<file path="config.mk">
export PLATFORM = sky130hd
export DESIGN_NAME = fwd_hazard_ctrl
export DESIGN_NICKNAME = d
export VERILOG_FILES = /design/src/rtl/fwd_hazard_ctrl_pkg.sv /design/src/rtl/fwd_hazard_ctrl_fwd_sel.sv /design/src/rtl/fwd_hazard_ctrl.sv
export SDC_FILE = /design/constraint.sdc
export NUM_CORES = 1
export LEC_CHECK = 0
export ABC_AREA = 1
export BUFFER_PORTS_ARGS = -buffer_cell sky130_fd_sc_hd__buf_2
export CAP_MARGIN = 5
export CORE_MARGIN = 3
export CORE_UTILIZATION = 49
export CTS_CLUSTER_SIZE = 28
export DETAILED_ROUTE_END_ITERATION = 10
export PLACE_DENSITY_LB_ADDON = 0.15
export SYNTH_ARGS = -nofsm -noshare
export SYNTH_HDL_FRONTEND = slang
export SYNTH_SLANG_ARGS = --single-unit
</file>
<file path="constraint.sdc">
create_clock -name clk -period 1.15 [get_ports clk]
set_clock_uncertainty 0.1 [all_clocks]
set_input_delay 0.1725 -clock clk [delete_from_list [all_inputs] [get_ports clk]]
set_output_delay 0.1725 -clock clk [all_outputs]
set_load 0.005 [all_outputs]
</file>
<file path="src/rtl/fwd_hazard_ctrl_pkg.sv">
// Shared pipeline types for the forwarding/hazard controller:
// select codes, FSM state and the shadow stage record.
package fwd_hazard_ctrl_pkg;

    localparam int RAW = 5;

    localparam logic [1:0] FWD_RF   = 2'd0;
    localparam logic [1:0] FWD_MEM  = 2'd1;
    localparam logic [1:0] FWD_WB   = 2'd2;
    localparam logic [1:0] FWD_ZERO = 2'd3;

    typedef enum logic {
        RUN  = 1'b0,
        HOLD = 1'b1
    } state_t;

    typedef struct packed {
        logic           valid;
        logic [RAW-1:0] rs1;
        logic [RAW-1:0] rs2;
        logic           use_rs1;
        logic           use_rs2;
        logic [RAW-1:0] rd;
        logic           regwrite;
        logic           memread;
    } stage_t;

    localparam stage_t STAGE_EMPTY = '0;

    function automatic logic writes_reg(
        input stage_t         s,
        input logic [RAW-1:0] r
    );
        return s.valid & s.regwrite & (s.rd == r);
    endfunction

endpackage

</file>
<file path="src/rtl/fwd_hazard_ctrl_fwd_sel.sv">
// Operand forward select for one EX source: x0 first,
// then the youngest writer (MEM ALU result, then WB).
module fwd_sel
    import fwd_hazard_ctrl_pkg::*;
(
    input  logic [RAW-1:0] src,
    input  logic           use_src,
    input  stage_t         mem,
    input  stage_t         wb,
    output logic [1:0]     sel
);

    logic zero_src;
    logic mem_hit;
    logic wb_hit;

    assign zero_src = (src == '0);
    // a load in MEM has no data yet, so it must not forward from there
    assign mem_hit  = writes_reg(mem, src) & ~mem.memread;
    assign wb_hit   = writes_reg(wb, src);

    always_comb begin
        sel = FWD_RF;
        priority case (1'b1)
            !use_src: sel = FWD_RF;
            zero_src: sel = FWD_ZERO;
            mem_hit:  sel = FWD_MEM;
            wb_hit:   sel = FWD_WB;
            default:  sel = FWD_RF;
        endcase
    end

    logic unused_fields;
    assign unused_fields = ^{mem.rs1, mem.rs2, mem.use_rs1, mem.use_rs2,
                             wb.rs1, wb.rs2, wb.use_rs1, wb.use_rs2,
                             wb.memread};

endmodule

</file>
<file path="src/rtl/fwd_hazard_ctrl.sv">
// Forwarding and load-use hazard controller with a shadow
// EX/MEM/WB pipeline and a counted stall FSM.
module fwd_hazard_ctrl
    import fwd_hazard_ctrl_pkg::*;
#(
    parameter int REG_AW     = RAW,
    parameter int LOAD_STALL = 1
) (
    input  logic              clk,
    input  logic              rst,
    input  logic              id_valid,
    input  logic [REG_AW-1:0] id_rs1,
    input  logic [REG_AW-1:0] id_rs2,
    input  logic              id_use_rs1,
    input  logic              id_use_rs2,
    input  logic [REG_AW-1:0] id_rd,
    input  logic              id_regwrite,
    input  logic              id_memread,
    input  logic              flush,
    output logic [1:0]        fwd_a,
    output logic [1:0]        fwd_b,
    output logic              stall,
    output logic              bubble
);

    localparam logic [1:0] CNT_LOAD = 2'(LOAD_STALL - 1);

    stage_t ex_q;
    stage_t mem_q;
    stage_t wb_q;
    stage_t id_rec;

    state_t     state_q;
    state_t     state_d;
    logic [1:0] cnt_q;
    logic [1:0] cnt_d;

    logic hazard;
    logic advance;

    always_comb begin
        id_rec          = STAGE_EMPTY;
        id_rec.valid    = id_valid;
        id_rec.rs1      = id_rs1;
        id_rec.rs2      = id_rs2;
        id_rec.use_rs1  = id_use_rs1;
        id_rec.use_rs2  = id_use_rs2;
        id_rec.rd       = id_rd;
        id_rec.regwrite = id_regwrite;
        id_rec.memread  = id_memread;
    end

    assign hazard = id_valid & ex_q.valid & ex_q.memread
                  & ex_q.regwrite & (ex_q.rd != '0)
                  & ((id_use_rs1 & (id_rs1 == ex_q.rd))
                   | (id_use_rs2 & (id_rs2 == ex_q.rd)));

    assign advance = id_valid & (state_q == RUN)
                   & ~hazard & ~flush;

    always_ff @(posedge clk) begin
        if (rst) begin
            ex_q  <= STAGE_EMPTY;
            mem_q <= STAGE_EMPTY;
            wb_q  <= STAGE_EMPTY;
        end else begin
            ex_q  <= advance ? id_rec : STAGE_EMPTY;
            mem_q <= ex_q;
            wb_q  <= mem_q;
        end
    end

    always_ff @(posedge clk) begin
        if (rst) begin
            state_q <= RUN;
            cnt_q   <= '0;
        end else begin
            state_q <= state_d;
            cnt_q   <= cnt_d;
        end
    end

    always_comb begin
        state_d = state_q;
        cnt_d   = cnt_q;
        if (flush) begin
            state_d = RUN;
            cnt_d   = '0;
        end else begin
            unique case (state_q)
                RUN: begin
                    if (hazard) begin
                        cnt_d   = CNT_LOAD;
                        state_d = (LOAD_STALL > 1) ? HOLD : RUN;
                    end
                end
                HOLD: begin
                    cnt_d = cnt_q - 2'd1;
                    if (cnt_q <= 2'd1) begin
                        state_d = RUN;
                    end
                end
                default: begin
                    state_d = RUN;
                    cnt_d   = '0;
                end
            endcase
        end
    end

    // a redirect always wins over the stall, but still bubbles EX
    always_comb begin
        stall  = 1'b0;
        bubble = 1'b0;
        unique case (state_q)
            RUN: begin
                stall  = hazard & ~flush;
                bubble = hazard | flush;
            end
            HOLD: begin
                stall  = ~flush;
                bubble = 1'b1;
            end
            default: begin
                stall  = 1'b0;
                bubble = 1'b0;
            end
        endcase
    end

    fwd_sel u_fwd_a (
        .src     (ex_q.rs1),
        .use_src (ex_q.valid & ex_q.use_rs1),
        .mem     (mem_q),
        .wb      (wb_q),
        .sel     (fwd_a)
    );

    fwd_sel u_fwd_b (
        .src     (ex_q.rs2),
        .use_src (ex_q.valid & ex_q.use_rs2),
        .mem     (mem_q),
        .wb      (wb_q),
        .sel     (fwd_b)
    );

endmodule
</file>
== After elaboration in Yosys (flattened, before gate mapping) ==
Index checks and enable logic that the tools add are counted.
Word-level totals
  flip-flop bits (word level): 38
  bits of input ports: 23
  output and inout bits: 6
  word-level logic and storage cells: 73
Cells by class
  add/subtract/negate cells: 1
  $lt $le $gt $ge: 1
  equal/unequal tests: 7
  muxes and demuxes: 14
  bitwise gates (word level): 28
  reductions and logical operators: 5
Operators by type and width (count)
  5-bit == test: 6
  1-bit AND: 21
  2-bit two-way mux: 9
  5-bit zero test: 2
  1-bit case mux with 2 select lines: 3
  1-bit inverter: 5
  5-bit nonzero test: 1
  2-bit case mux with 2 select lines: 1
  2-bit OR reduction: 2
  2-bit by 1-bit <= comparator with 1-bit output (second input constant): 1
  2-bit inequality test (second input constant): 1
  1-bit bitwise OR: 2
  2-bit by 1-bit subtractor with 2-bit output (second input constant): 1
  1-bit two-way mux: 1

== Longest topological paths before layout ==
Gate-level depths: netlist of the first run.
  depth in word-level cells: 10
  depth in mapped cells: 10
  gate-level depth less buffers: 9

== Hierarchy ==
Synthesis of the first run repeated with hierarchy kept, for this count alone.
Unflattened totals
  cell total of the unflattened synthesis: 363
  area total of the unflattened synthesis: 2512.4 um^2
By module, submodules not included
  fwd_hazard_ctrl: times used 1, cells each 255, area an instance 2037.0 um^2, seq. area each 1261.2 um^2
  fwd_sel: times used 2, cells each 54, area an instance 237.7 um^2, seq. area each 0.0 um^2

== Worst setup path after synthesis of the first run ==
Ideal clock, no wire load.
  path type: register to output
  start: register ex_q[2] (netlist name)
  end: output bubble
  arrival time: 1.020 ns
  data required time: 0.877 ns
  slack: -0.143 ns
  stages on the path, launching flop included: 9
  buffers on the path: 0
  path through: dfxtp_1 -> inv_1 -> nor2_1 -> nor2_1 -> nand3_1 -> nand2_1 -> nand2_2 -> nand2_1 -> or2_1
Between the ends
  cells in the longest elaborated chain, start to end: 6
  elaborated cells on any way between the ends: 10
  classes of those cells: eq/ne (2); mux (1); bitwise (6); reduce/logical (1)
RTL lines
  from (decl): line fwd_hazard_ctrl.sv:28  | stage_t ex_q;
  from (signal assigned): line fwd_hazard_ctrl.sv:67  | ex_q <= advance ? id_rec : STAGE_EMPTY;
  5-bit == test (on tied branches): line fwd_hazard_ctrl.sv:55, fwd_hazard_ctrl.sv:56
  1-bit AND (on tied branches): line fwd_hazard_ctrl.sv:55, fwd_hazard_ctrl.sv:56
  1-bit bitwise OR: line fwd_hazard_ctrl.sv:56  | | (id_use_rs2 & (id_rs2 == ex_q.rd)));
  1-bit AND (*): line fwd_hazard_ctrl.sv:55  | & ((id_use_rs1 & (id_rs1 == ex_q.rd))
  1-bit bitwise OR (*): line fwd_hazard_ctrl.sv:118  | bubble = hazard | flush;
  1-bit case mux with 2 select lines (*): line fwd_hazard_ctrl.sv:115  | unique case (state_q)
  to (decl): line fwd_hazard_ctrl.sv:23  | output logic bubble
Every way passes the cells marked *; elsewhere a longest branch is shown, timed or not.

== Worst setup path in the final report of the first run ==
  start: register ex_q[4] (netlist name)
  end: output bubble
The elaborated chain is that of the path after synthesis.

==> results_dict.tcl, run 1 <==
set metrics [dict create \
    crit_path_end_kind "output pin" \
    io_pins 29 \
    worst_pin_slew_ns 0.267 \
    fillCellCount 190 \
    p_leak_nw 1.28 \
    vias 1803 \
    hold_violations 0 \
    die_h_um 64.1 \
    netlist_area_um2 1660 \
    cp-start-kind "flop" \
    overflow 0 \
    row_count 20 \
    fp.dieArea_um2 4110 \
    antenna_left 0 \
    combPwrFrac_pct 11.4 \
    cts-root-buf "clkbuf_4" \
    cts_tree "built" \
    max-cap-violations 0 \
    grtUsageMet2_pct 41.8 \
    drive_gt1_share_pct 48.1 \
    synth.area.top_cells "dfxtp_1, nor2_1, inv_1" \
    drc 0 \
    crit_type "flop to output pin" \
    coreArea_um2 3130 \
    drt-initial-drc-count 62 \
    grt_start_max_net_pins 16 \
    crit_buf_inv 4 \
    track_usage_pct 22.7 \
    dp.cells 335 \
    syn2layout_area_growth_pct 55.3 \
    p_per_area_nw_per_um2 1120 \
    die_w_um 64.1 \
    grtUsageMet3_pct 5.27 \
    synth_top_area_share_pct 46.0 \
    start_util_pct 52.9 \
    dpl_cell_area_um2 2060 \
    p_sw_share_pct 21.9 \
    clkPwrFrac_pct 41.1 \
    max_stage_delay_ns 0.36 \
    clock_path_buffers 2 \
    post_synth.cell_area_avg_um2 7.01 \
    fin_crit_sh_pct 170 \
    fmax_mhz 513 \
    final_cell_area_um2 2570 \
    utilization_pct 82.2 \
    cts_inserted_buffers 5 \
    setup_violations 29 \
    violations "negative setup slack" \
    setup_ws_ns -0.800 \
    final_common_cell "nor2_1" \
    routed_wl_mm 4.80 \
    cpMaxStageDelayCell "dfxtp_2" \
    rsz0062_at_grt "yes" \
    clk_pin_slew_ns 0.12 \
    cp.required_ns 0.88 \
    critical_path.top_delay_family "simple AND/OR/NAND/NOR gates" \
    grt_pass1_wl_mm 7.21 \
    portBuffers 28 \
    slew_violations 0 \
    grtUsageMet1_pct 24.4 \
    pwr-share-seq_pct 47.5 \
    wire_per_inst_um 13.2 \
    synth_cells 236 \
    finalCriticalPeriod_ns 1.95 \
    path_cells "inv_2, buf_4, nand4_1, nand3_1, inv_1, nand2_4, nand2_2, or2_1, buf_2" \
    p_int_w 0.00224 \
    grt_pass1_vias 1689 \
    min_path_type "primary input to flop" \
    peakVddDrop_v 0.00123 \
    synth-seq-area-share_pct 46.0 \
    status "finished with violations" \
    slew_headroom_pct 82.1 \
    crit_arrival_ns 1.68 \
    dp_hpwl_mm 2.66 \
    synth.largest_area_cell "dfxtp_1" \
    ys_warn_count 0 \
    worstPathMaxFanout 3 \
    synth_nets 260 \
    synth_cell_types 20 \
    fin_cells 364 \
    antenna_found_initial 0 \
    synth_seq_cells 38 \
    fin_nets 343 \
    antenna_cells 0 \
    clock_sinks 38 \
    vias_per_cell 4.95 \
    grt-busiest-layer "met2" \
    gp_congestion 0.883 \
    first_pass_iters 4 \
    cts.htree.levels 2 \
    switchingPower_w 0.000628 \
    clk_latency_ns 0.34 \
    most-common-layout-cells "nor2_1, buf_4, nand2_1, inv_1, buf_2" \
]
[Yosys cell counts]
cell type  number
nand3_1         8
xor2_1          4
or2_1           1
o21bai_1        1
or2_2           3
xnor2_1         6
nand2_1        44
ha_1            1
nor3_1          6
nand2_2         1
a21oi_1         7
inv_1          44
nand4_1         4
dfxtp_1        38
nand3b_4        1
nor2_1         58
o22ai_1         2
buf_6           2
o21ai_0         3
clkbuf_1        2
[stage by stage]
| stage | setup TNS [ns] | setup slack [ns] | hold slack, ns | total power (W) |
|---|---|---|---|---|
| after detailed placement | -6.47 | -0.333 | 0.287 | 0.00163 |
| final | -13.37 | -0.800 | 0.0534 | 0.00287 |
| after floorplan | -1.46 | -0.123 | 0.177 | 0.00151 |
| after global placement | -6.20 | -0.318 | 0.280 | 0.00163 |
| after CTS | -9.35 | -0.635 | 0.0485 | 0.00282 |
| after global routing | -14.75 | -0.862 | 0.0546 | 0.00296 |
[registers in the layout, indices dropped and copies added (netlist names)]
name and flops:
mem_q 8, state_q 1, ex_q 20, cnt_q 2
wb_q 7
[power groups by stage]
stage	logic [W]	registers [W]	clock network [W]
final	0.000326	0.00136	0.00118
after global routing	0.000354	0.00137	0.00124
after CTS	0.000276	0.00137	0.00117
after detailed placement	0.000235	0.00139	0
after global placement	0.000232	0.00139	0
after floorplan	0.000121	0.00139	0
[what timing repair did]
item / in CTS / in global routing
setup endpoints to repair: 28 / 28
cloned: 3 / 0
hold buffers: 8 / 0
buffers inserted: 5 / 5
pin swaps: 23 / 11
endpoints found under the hold margin: 8 / 0
resized for setup: 27 / 43
[worst min-delay path: stages]
cell and delay, ns:
buf_2 0.09, buf_4 0.09, inv_1 0.03, nor2_2 0.08
[metal layers]
layer	wire length, um	up-vias
met3	304	19
met4	180	0
met1	1870	823
met2	2440	80
met5	0	-
li1	-	881
[cell type report]
cell class	instances	area (um2)	area share, %
clock buffers	6	51.3	2.00
clock inverters	2	60.1	2.34
inverters	44	165	6.42
multi-input cells	153	906	35.2
flip-flops and latches	38	798	31.0
well taps	44	55.1	2.14
repair buffers	77	536	20.8
[logic make-up after synthesis]
logic type / after synthesis / synth area share (%)
AND/OR/NAND/NOR: 126 / 32.0
AO/OA/AOI/OAI: 13 / 4.23
buffers and inverters: 48 / 11.8
adder cells (fa/ha/maj): 1 / 0.756
flip-flops: 38 / 46.0
XOR/XNOR: 10 / 5.29
[final timing paths]
kind | slack, ns | end | startpoint | cells after the start
worst max-delay path | -0.80 | bubble | ex_q[4]$_SDFF_PP0_ | 9
worst min-delay path | 0.05 | ex_q[7]$_SDFF_PP0_ | id_use_rs2 | 4
worst min register to register | 0.32 | wb_q[19]$_SDFF_PP0_ | mem_q[19]$_SDFF_PP0_ | 2
worst max register to register | -0.48 | ex_q[6]$_SDFF_PP0_ | ex_q[5]$_SDFF_PP0_ | 11
Note: power is estimated with default switching activity, not from simulation.
==> run 2: changes to the inputs <==
Settings changed: CORE_UTILIZATION 49 to 30.
==> results_dict.tcl, run 2 (synthesis gave the netlist of run 1 again) <==
set metrics [dict create \
    slew_headroom_pct 82.5 \
    portBuffers 28 \
    fp.dieArea_um2 6440 \
    hold_violations 0 \
    cts.htree.levels 2 \
    grtUsageMet1_pct 16.1 \
    cts_tree "built" \
    first_pass_iters 4 \
    coreArea_um2 5240 \
    clk_latency_ns 0.29 \
    clock_path_buffers 2 \
    status "finished with violations" \
    drive_gt1_share_pct 48.1 \
    largest_reg_flops 20 \
    whs_ns 0.0328 \
    crit_path_end_kind "output pin" \
    vias 1561 \
    top_register "ex_q" \
    clk_pin_slew_ns 0.07 \
    grt_pass1_vias 1445 \
    vias_per_cell 4.04 \
    cp-startpoint "ex_q[3]$_SDFF_PP0_" \
    slew_violations 0 \
    p_per_area_nw_per_um2 1040 \
    cts_inserted_buffers 5 \
    min_path_type "primary input to flop" \
    track_usage_pct 12.8 \
    io_pins 29 \
    worst_pin_slew_ns 0.263 \
    setup_violations 28 \
    p_leak_nw 1.22 \
    fin_nets 339 \
    wire_per_inst_um 9.98 \
    dp_hpwl_mm 2.80 \
    rrSetupSlack_ns -0.47 \
    rsz0062_at_grt "yes" \
    die_h_um 80.3 \
    rr_endpoint "cnt_q[0]$_SDFFE_PP0P_" \
    peakVddDrop_v 0.000538 \
    overflow 0 \
    grtUsageMet2_pct 21.8 \
    drc 0 \
    fillCellCount 534 \
    setup_ws_ns -0.596 \
    cp.required_ns 0.88 \
    antenna_found_initial 0 \
    gp_congestion 0.797 \
    antenna_left 0 \
    fin_tns_setup_ns -11.24 \
    most-common-layout-cells "nor2_1, buf_4, nand2_1, inv_1, buf_2" \
    violations "negative setup slack" \
    routed_wl_mm 3.85 \
    power_w 0.00260 \
    clock_sinks 38 \
    grtUsageMet3_pct 3.25 \
    r2r_start "ex_q[3]$_SDFF_PP0_" \
    utilization_pct 47.9 \
    largestRegisters "ex_q x20, mem_q x8, wb_q x7" \
    grt_pass1_wl_mm 6.31 \
    cp-start-kind "flop" \
    dpl_cell_area_um2 2090 \
    worstPathMaxFanout 4 \
    max-cap-violations 0 \
    row_count 26 \
    syn2layout_area_growth_pct 51.5 \
    final_cell_area_um2 2510 \
    r2r_cells 13 \
    final_common_cell "nor2_1" \
    crit_arrival_ns 1.47 \
    cts-root-buf "clkbuf_8" \
    cp-endpoint "bubble" \
    start_util_pct 31.6 \
    antenna_cells 0 \
    fin_crit_sh_pct 152 \
    grt-busiest-layer "met2" \
    finalCriticalPeriod_ns 1.75 \
    grt_start_max_net_pins 21 \
    drt-initial-drc-count 39 \
    die_w_um 80.3 \
    crit_type "flop to output pin" \
    fmax_mhz 573 \
]
-- run 2: changes by cell type in the layout (fill, tap and decap cells not counted), moves of 3 or more --
cell,previous run,this run
nand3b_4,4,1
buf_4,40,37
nor2_2,15,7
nand2_1,39,33
nand2_2,5,12
dfxtp_2,15,19
clkbuf_8,1,6
nor2_1,42,50
clkbuf_4,5,0
buf_6,0,4
dfxtp_1,18,15
-- run 2: cell type report --
| type | count | area (um2) | share of cell area, % |
|---|---|---|---|
| well taps | 70 | 87.6 | 3.49 |
| clock buffers | 6 | 82.6 | 3.29 |
| clock inverters | 2 | 12.5 | 0.499 |
| multi-input cells | 150 | 823 | 32.8 |
| flip-flops and latches | 38 | 800 | 31.9 |
| repair buffers | 76 | 533 | 21.2 |
| inverters | 44 | 170 | 6.78 |
-- run 2: critical path, cell delays in order (launching register included) --
cell     delay, ns
dfxtp_4       0.36
inv_4         0.06
nand2_2       0.05
nand2_2       0.07
nor2_2        0.04
nand3_1       0.07
nand2_1       0.08
nand2_2       0.09
nand2_2       0.05
or2_1         0.20
buf_2         0.12
-- run 2: where the power goes --
part	internal [W]	switching, W
Clock	0.000482	0.000461
Combinational	0.000161	0.000134
Sequential	0.00134	0.0000255
Total	0.00198	0.000620
-- run 2: worst min-delay path by stage --
stage | start | to | slack [ns] | cells after the start
2_1_floorplan | id_rd[0] | ex_q[2]$_SDFF_PP0_ | 0.18 | 2
3_3_place_gp | id_rd[4] | ex_q[6]$_SDFF_PP0_ | 0.28 | 3
3_5_place_dp | id_rd[1] | ex_q[3]$_SDFF_PP0_ | 0.28 | 3
4_1_cts | id_rs2[0] | ex_q[9]$_SDFF_PP0_ | 0.01 | 3
5_1_grt | id_rs2[0] | ex_q[9]$_SDFF_PP0_ | 0.02 | 3
6_report | id_rs2[0] | ex_q[9]$_SDFF_PP0_ | 0.03 | 3
-- run 2: stage by stage --
stage / setup WS, ns / instances
4_1_cts: -0.605 / 387
2_1_floorplan: -0.123 / 236
3_5_place_dp: -0.325 / 361
5_1_grt: -0.687 / 386
6_report: -0.596 / 386
3_3_place_gp: -0.312 / 361
-- run 2: metal layers --
metal / share of wire (%) / vias to the layer above
met1: 48 / 669
met2: 48 / 23
li1: - / 865
met4: 1.1 / 0
met3: 2.9 / 4
met5: 0 / -
-- run 2: repair_timing --
item | 4_1_cts | 5_1_grt
setup buffers | 12 | 5
endpoints found under the setup margin | 28 | 29
pin swaps | 11 | 21
endpoints found under the hold margin | 7 | 0
gates resized for setup | 36 | 41
hold buffers | 7 | 0
==> run 3: changes to the inputs <==
Settings changed: ABC_AREA 1 to not set.
==> results_dict.tcl, run 3 <==
set metrics [dict create \
    status "finished with violations" \
    violations "negative setup slack" \
    synth_nets 183 \
    antenna_left 0 \
    largest_reg_flops 20 \
    grt-busiest-layer "met2" \
    fp.dieArea_um2 6040 \
    most-common-layout-cells "buf_4, dfxtp_1, buf_2, and3_1, xnor2_1" \
    cts.htree.levels 2 \
    io_pins 29 \
    synth-seq-area-share_pct 49.3 \
    synth.area.top_cells "dfxtp_1, xnor2_1, and3_1" \
    drc 0 \
    crit_buf_inv 1 \
    synth.largest_area_cell "dfxtp_1" \
    fin_crit_sh_pct 163 \
    overflow 0 \
    max_stage_delay_ns 0.55 \
    setup_violations 28 \
    r2r_cells 7 \
    die_h_um 77.7 \
    worst_pin_slew_ns 0.248 \
    setup_ws_ns -0.722 \
    antenna_cells 0 \
    clk_latency_ns 0.29 \
    whs_path_depth 2 \
    row_count 25 \
    dp_hpwl_mm 2.74 \
    ys_warn_count 0 \
    multi_input_area_um2 806 \
    grt_pass1_wl_mm 6.03 \
    cp-start-kind "flop" \
    synth_fa_ha_area_share_pct 0.811 \
    routed_wl_mm 3.65 \
    synth_simple_gate_area_share_pct 26.0 \
    hold_violations 0 \
    first_pass_iters 4 \
    cts_inserted_buffers 5 \
    start_util_pct 31.8 \
    track_usage_pct 12.9 \
    synthMostInstantiatedCell "dfxtp_1" \
    drive_gt1_share_pct 41.2 \
    synth_common_cells "dfxtp_1, and3_1, xnor2_1" \
    gp_congestion 0.785 \
    synth_seq_cells 38 \
    crit_path_end_kind "output pin" \
    grtUsageMet3_pct 4.52 \
    fin_nets 256 \
    p_per_area_nw_per_um2 1120 \
    clk_pin_slew_ns 0.07 \
    portBuffers 28 \
    crit_cells 6 \
    top_register "ex_q" \
    drt-initial-drc-count 63 \
    min_path_type "primary input to flop" \
    die_w_um 77.7 \
    whs_ns 0.0102 \
    vias_per_cell 4.31 \
    crit_arrival_ns 1.60 \
    synth_top_area_share_pct 49.3 \
    crit_type "flop to output pin" \
    fmax_mhz 534 \
    p_leak_nw 1.07 \
    largestRegisters "ex_q x20, mem_q x8, wb_q x7" \
    cp.required_ns 0.88 \
    antenna_found_initial 0 \
    dpl_worst_slack_ns -0.490 \
    netlist_area_um2 1540 \
    synth-compound-area-share_pct 4.87 \
    peakVddDrop_v 0.000515 \
    grtUsageMet2_pct 21.4 \
    critical_path.top_delay_family "simple AND/OR/NAND/NOR gates" \
    grt_start_max_net_pins 21 \
    vias 1292 \
    grt_pass1_vias 1353 \
    slew_headroom_pct 83.3 \
    rsz0062_at_grt "yes" \
    synth_cells 159 \
    fillCellCount 467 \
    slew_violations 0 \
    ys.flop_type "dfxtp_1" \
    worstPathMaxFanout 4 \
    syn2layout_area_growth_pct 49.1 \
    final_common_cell "buf_4" \
    synth_xor_area_share_pct 15.9 \
    synth_edf_count 0 \
    ys_async_sr_fraction_pct 0 \
    synth_top_family_by_area "simple AND/OR/NAND/NOR gates" \
    coreArea_um2 4850 \
    clock_sinks 38 \
    cts-root-buf "clkbuf_8" \
    post_synth.cell_area_avg_um2 9.70 \
    cpMaxStageDelayCell "or4_4" \
    cts_tree "built" \
    synth_cell_types 26 \
    path_cells "or4_4, nor2_4, nor2_2, nand2_2, a21oi_1, buf_2" \
    finalCriticalPeriod_ns 1.87 \
    max-cap-violations 0 \
    clock_path_buffers 2 \
    synth_mux_area_share_pct 0 \
    wire_per_inst_um 12.2 \
    seq_area_um2 771 \
    grtUsageMet1_pct 15.1 \
]
-- run 3: cell count changes after synthesis, moves of 4 or more --
cell,previous run,this run
nor2b_1,0,15
xor2_1,4,8
nand2_1,44,10
inv_1,44,4
nand3_1,8,2
and3_1,0,20
xnor2_1,6,20
nor2_1,58,6
-- run 3: routing by layer --
| layer | up-vias | part of all wire (%) |
|---|---|---|
| li1 | 681 | - |
| met1 | 577 | 45 |
| met2 | 28 | 49 |
| met3 | 6 | 5.3 |
| met4 | 0 | 1.6 |
| met5 | - | 0 |
-- run 3: metrics by stage --
step	setup TNS [ns]	util, %	cell area (um2)	cells	power (W)
after floorplan	-8.41	-	1560	159	0.00149
after global placement	-11.82	41.7	2020	281	0.00162
after detailed placement	-12.45	41.7	2020	281	0.00162
after CTS	-16.58	46.4	2250	299	0.00260
after global routing	-18.03	47.4	2300	300	0.00270
final	-16.23	47.4	2300	300	0.00258
-- run 3: cell families after synthesis --
kind of cell	count (synthesis)
AND/OR/NAND/NOR	71
flip-flops	38
XOR/XNOR	28
AO/OA/AOI/OAI	12
buffers and inverters	9
adder cells (fa/ha/maj)	1
-- run 3: final cells by class --
cell class | count | share of cell area (%)
Clock buffer | 6 | 3.59
Timing Repair Buffer | 71 | 23.0
Clock inverter | 2 | 0.544
Multi-Input combinational cell | 112 | 35.0
Inverter | 4 | 0.653
Sequential cell | 38 | 33.5
Tap cell | 67 | 3.65
-- run 3: worst register-to-register path: stages, from the launching register on --
cell       delay, ns
dfxtp_2         0.34
or4_4           0.55
nor2_4          0.11
nor2_2          0.06
nand2_2         0.07
buf_4           0.14
bufbuf_16       0.26
and3_1          0.14
-- run 3: final timing paths --
kind                        endpoint  slack [ns]                  start
setup reg to reg  ex_q[4]$_SDFF_PP0_       -0.67     ex_q[3]$_SDFF_PP0_
setup / recovery               stall       -0.72     ex_q[3]$_SDFF_PP0_
hold / removal    ex_q[2]$_SDFF_PP0_        0.01               id_rd[0]
hold reg to reg   state_q$_SDFF_PP0_        0.34  cnt_q[1]$_SDFFE_PP0P_
-- run 3: what timing repair did --
item                                   4_1_cts  5_1_grt
resized for setup                            6        9
pin swaps                                    8       10
setup endpoints to repair                   28       28
cloned                                       1        0
endpoints found under the hold margin        4        1
hold buffers                                 4        1
buffers inserted                             5        0
-- run 3: power breakdown --
part / internal [W] / switching (W) / total [W]
clock: 0.000482 / 0.000471 / 0.000953
combinational: 0.000155 / 0.000104 / 0.000259
sequential: 0.00134 / 0.0000226 / 0.00136
total: 0.00198 / 0.000597 / 0.00258
